--- src/rtl/jk_bank_arbiter.sv ---
// Round-robin arbiter granting one requester at a time access to a shared
// JK register bank; each operation runs IDLE -> GRANT -> APPLY -> DONE.
module jk_bank_arbiter #(
  parameter int N_REQ = 4,
  parameter int WIDTH = 8
) (
  input  logic                   clk,
  input  logic                   rst,
  input  logic [N_REQ-1:0]       req,
  input  logic [2*N_REQ-1:0]     op,
  input  logic [WIDTH*N_REQ-1:0] mask,
  output logic [N_REQ-1:0]       gnt,
  output logic                   busy,
  output logic                   done,
  output logic [2:0]             done_id,
  output logic [WIDTH-1:0]       q,
  output logic [WIDTH-1:0]       q_not
);

  typedef enum logic [1:0] {
    S_IDLE,
    S_GRANT,
    S_APPLY,
    S_DONE
  } state_t;

  state_t           r_state;
  logic [2:0]       r_ptr;
  logic [2:0]       r_idx;
  logic [1:0]       r_op;
  logic [WIDTH-1:0] r_mask;
  logic [WIDTH-1:0] r_q;
  logic [N_REQ-1:0] r_gnt;
  logic             r_busy;
  logic             r_done;
  logic [2:0]       r_done_id;

  logic             w_found;
  logic [2:0]       w_win;
  logic [2:0]       w_ptr_next;
  logic [N_REQ-1:0] w_onehot;
  logic [WIDTH-1:0] w_q_next;

  // Search upward from r_ptr, wrapping at N_REQ-1.
  always_comb begin
    w_found = 1'b0;
    w_win   = 3'd0;
    for (int k = 0; k < N_REQ; k++) begin
      int c;
      c = int'(r_ptr) + k;
      if (c >= N_REQ) c = c - N_REQ;
      if (!w_found && req[c]) begin
        w_found = 1'b1;
        w_win   = 3'(c);
      end
    end
  end

  assign w_ptr_next = (w_win == 3'(N_REQ - 1)) ? 3'd0 : w_win + 3'd1;
  assign w_onehot   = N_REQ'(1) << w_win;

  always_comb begin
    w_q_next = r_q;
    unique case (r_op)
      2'b00: w_q_next = r_q;
      2'b01: w_q_next = r_q & ~r_mask;
      2'b10: w_q_next = r_q | r_mask;
      2'b11: w_q_next = r_q ^ r_mask;
    endcase
  end

  always_ff @(posedge clk) begin
    if (rst) begin
      r_state   <= S_IDLE;
      r_ptr     <= 3'd0;
      r_idx     <= 3'd0;
      r_op      <= 2'b00;
      r_mask    <= '0;
      r_q       <= '0;
      r_gnt     <= '0;
      r_busy    <= 1'b0;
      r_done    <= 1'b0;
      r_done_id <= 3'd0;
    end else begin
      unique case (r_state)
        S_IDLE: begin
          if (w_found) begin
            r_state <= S_GRANT;
            r_gnt   <= w_onehot;
            r_idx   <= w_win;
            r_busy  <= 1'b1;
            r_ptr   <= w_ptr_next;
          end
        end
        S_GRANT: begin
          r_op    <= op[2*int'(r_idx) +: 2];
          r_mask  <= mask[WIDTH*int'(r_idx) +: WIDTH];
          r_state <= S_APPLY;
        end
        S_APPLY: begin
          r_q       <= w_q_next;
          r_done    <= 1'b1;
          r_done_id <= r_idx;
          r_state   <= S_DONE;
        end
        S_DONE: begin
          r_done  <= 1'b0;
          r_gnt   <= '0;
          r_busy  <= 1'b0;
          r_state <= S_IDLE;
        end
      endcase
    end
  end

  assign gnt     = r_gnt;
  assign busy    = r_busy;
  assign done    = r_done;
  assign done_id = r_done_id;
  assign q       = r_q;
  assign q_not   = ~r_q;

endmodule
--- config.mk ---
export PLATFORM = sky130hd
export DESIGN_NAME = jk_bank_arbiter
export DESIGN_NICKNAME = d
export VERILOG_FILES = /design/src/rtl/jk_bank_arbiter.sv
export SDC_FILE = /design/constraint.sdc
export NUM_CORES = 1
export LEC_CHECK = 0
export BUFFER_PORTS_ARGS = -buffer_cell sky130_fd_sc_hd__buf_4
export CAP_MARGIN = 30
export CORE_MARGIN = 3
export CORE_UTILIZATION = 42
export DETAILED_ROUTE_END_ITERATION = 8
export PLACE_DENSITY = 0.67
export RECOVER_POWER = 50
export SLEW_MARGIN = 0
export SYNTH_ARGS = -nofsm -noshare
export SYNTH_HDL_FRONTEND = slang
export SYNTH_SLANG_ARGS = --single-unit
--- constraint.sdc ---
create_clock -name clk -period 6.8 [get_ports clk]
set_clock_uncertainty 0.2 [all_clocks]
set_input_delay 0.68 -clock clk [delete_from_list [all_inputs] [get_ports clk]]
set_output_delay 0.68 -clock clk [all_outputs]
set_load 0.05 [all_outputs]
==> results.md <==
- H-tree lvl count: 2
- Fraction of layout instances using a drive strength above 1: between 20% and 30%
- Total setup violations reported at the end of the flow: 0
- Total grt overflow: 0
- Worst-path clk slew: 0.07 ns
- DR pass1 iterations: 4
- Met2 WL post-DR: around 2.9 mm
- Mapped Nets: 332
- Post-detailed-placement cell area: 2970 um^2
- Cell at the root of the clock tree: clkbuf_8
- Sum of routed wire length over all layers: 6.02 mm
- Highest ir drop seen on vdd: 0.000280 V
- Core region area: 5340 um^2
- Startpoint of the worst hold path: done
- Horizontal die dimension: 81.9 um
- Slew at the pin with the worst max-slew slack: just over 0.8 ns
- Power density normalized to cell area: about 380 nW/um^2
- Diode count: 0
- CP Capture Type: flop
- Routed length on met1: around 2.8 mm
- Total global-route track usage: 18.3%
- CTS Hold Bufs: 0
- Worst path cell trace: inv_1 -> ha_1 -> mux4_2 -> nor2b_1 -> o211ai_1 -> and2_1 -> inv_1 -> ha_1 -> inv_1 -> nor3_1 -> o41ai_2
- Most repeated library cell on the critical path: inv_1
- Largest net degree at the start of global routing: 25
- Met3 WL: 228 um
- Initial cell density of the core: 45.3%
- Synthesized cell area: approximately 2400 um^2
- Startpoint of the worst register-to-register path: r_ptr[0]
- Cell with the largest stage delay on the worst path: dfxtp_1
- Hold depth: 1
- Relative slew slack: 45.2%
- Number of buffers and inverters on the critical path: 3
- End of the worst hold path: done
- Total power: 1.12 mW
- Utilization after layout: 55.5%
- Slowest stage delay, CP: 0.69 ns
- Die Outline Area: 6700 um^2
- Post-layout minimum cycle time: 3.37 ns
- Worst Setup Start Kind: flop
- Library cells used by synthesis: 34
- Final TNS setup: 0 ns
- CP Launch Point: r_ptr[0]
- Vias in the first global route: 1952
- Number of clock sinks: 35
- Setup repair after global routing missed its margin: false
- Placer's final routability congestion estimate: 0.849
- Drc violations: 0
- Total number of yosys warnings: 0
- R2R cell count: 11
- Buffers inserted by post-CTS timing repair: 0
- Avg Cell Area, Syn: 9.33 um^2
- Cell type group with the largest total delay on the critical path: flip-flops
- Boundary pin count: 71
- Summed area of non-filler cells in the final layout: 2960 um^2
- Max Cap Viol: 0
- Commonest non-fill, non-tap cell in the layout: buf_4
- Signal arrival time at the worst endpoint: approximately 3.4 ns
- Critical register-to-register path endpoint: r_ptr[0]
- Kind of path behind the tightest hold check: flop to flop
- Number of DRC markers in iteration 0: 117
- Sequential fraction of the synthesis area: 29.0%
- Mapped Cells: 259
- Highest clock rate: 297 MHz
- Proportion of register bits with asynchronous set or reset after synthesis: 0%
- Number of synthesized flops with an enable pin: 0
- Via density per instance: 5.28
- Global-route wire length before repair: 9.36 mm
- Crit path max fanout: 15
- Flip-flop and latch count after synthesis: 35
- Routed length per instance: 15.3 um
- Count of fill cells added during filler insertion: approximately 500
- LEAKAGE: approximately 1.2 nW
- Number of vias in the routed layout: 2069
- Path type of the worst setup path: flop to flop
- Commonest non-fill, non-tap cells in the layout: buf_4, dfxtp_1, inv_1
- Clock latency on the worst-skew pair: 0.28 ns
- Count of antenna-violating nets left after detailed routing: 0
- Inserted Clock Buffers: 5
- Area growth from synthesis to layout: 22.6%
- Die outline height: 81.9 um
- Clock tree from TritonCTS: done
- Number of max-slew violations in the final report: 0
- Hold slack: 0.261 ns
- Number of hold-slack violations in the final timing report: 0
- Total Nets Final: 395
- Uppermost signal routing layer after detailed routing: met4
- Required time of the worst setup path: between 6 and 7 ns
- Detail Placement HPWL: ~4.6 mm
- Max clock buf depth: 2
- Run status: complete, no violations
- Number of rows created at floorplan: 26
- Number of instances resized during post-cts repair: 0
- Buffers added on ports: 70
- Crit share post-route: 49.6%
- Most used flip-flop cell after synthesis: dfxtp_1
- Internal reg-to-reg setup slack: about 3.4 ns
- Number of antenna violations at the first check in global routing: 0
## registers in the layout, summed over array words and instances, names as in the netlist, 2 cells and up
| signal | cells |
|---|---|
| r_op | 2 |
| r_ptr | 3 |
| r_state | 2 |
| q | 8 |
| gnt | 4 |
| done_id | 3 |
| r_mask | 8 |
| r_idx | 3 |
## per-layer routing
layer	track usage [%]	up-vias
met4	6.48	0
li1	-	1037
met5	0	-
met3	2.96	6
met2	30.5	43
met1	24.0	983
## synth_stat cells (3+ instances only)
cell type | n | area (um^2)
nand3_1 | 4 | 20.0
ha_1 | 27 | 338
o21ai_0 | 21 | 105
nor2_1 | 19 | 71.3
dfxtp_1 | 35 | 701
o21a_1 | 3 | 22.5
nor2b_1 | 5 | 31.3
a211oi_1 | 3 | 22.5
mux4_2 | 14 | 315
clkbuf_1 | 9 | 33.8
a21oi_1 | 15 | 75.1
o211ai_1 | 5 | 37.5
mux2i_1 | 12 | 120
nand2_1 | 19 | 71.3
buf_1 | 3 | 11.3
a2bb2oi_1 | 8 | 70.1
a32o_1 | 5 | 50.1
inv_1 | 31 | 116
nand2b_1 | 4 | 25.0
## layout make-up
cell class | count | area [um^2] | area share, %
clock inverters | 1 | 5.00 | 0.169
flip-flops and latches | 35 | 701 | 23.6
repair buffers | 70 | 432 | 14.6
multi-input cells | 179 | 1540 | 51.9
inverters | 31 | 116 | 3.93
clock buffers | 6 | 82.6 | 2.79
well taps | 70 | 87.6 | 2.96
## cell families after synthesis
kind of cell             count (synthesis)  share of synthesized area, %
AO/OA/AOI/OAI                           65                          18.8
adder cells (fa/ha/maj)                 27                          14.0
buffers and inverters                   45                          7.35
flip-flops                              35                          29.0
multiplexers                            28                          18.9
AND/OR/NAND/NOR                         59                          12.0
## power by group
| group | switching (mW) | internal (mW) | total, mW | leakage [nW] |
|---|---|---|---|---|
| combinational | 0.368 | 0.260 | 0.628 | 0.894 |
| sequential | 0.0802 | 0.262 | 0.342 | 0.286 |
| clock | 0.0723 | 0.0794 | 0.152 | 0.0470 |
## how the worst max path moves through the flow
stage | end | slack, ns | depth (start not counted)
after global routing | r_ptr[0] | 3.19 | 11
final | r_ptr[0] | 3.43 | 11
after CTS | r_ptr[0] | 3.40 | 11
after floorplan | r_ptr[0] | 3.65 | 14
after detailed placement | r_ptr[0] | 3.44 | 11
after global placement | r_ptr[0] | 3.53 | 11
## worst reg2reg max path, cell delays in order (launching register included)
cell and delay [ns]:
dfxtp_1 0.69, inv_1 0.13, ha_1 0.49, mux4_2 0.59
nor2b_1 0.16, o211ai_1 0.16, and2_1 0.22, inv_1 0.10
ha_1 0.20, inv_1 0.07, nor3_1 0.06, o41ai_2 0.21
## per-stage QoR
step,worst slack [ns],instances
floorplan,3.65,259
global placement,3.53,385
detailed placement,3.44,385
CTS,3.40,392
global route,3.19,392
finish,3.43,392
Power figures use the tool's default switching activity.
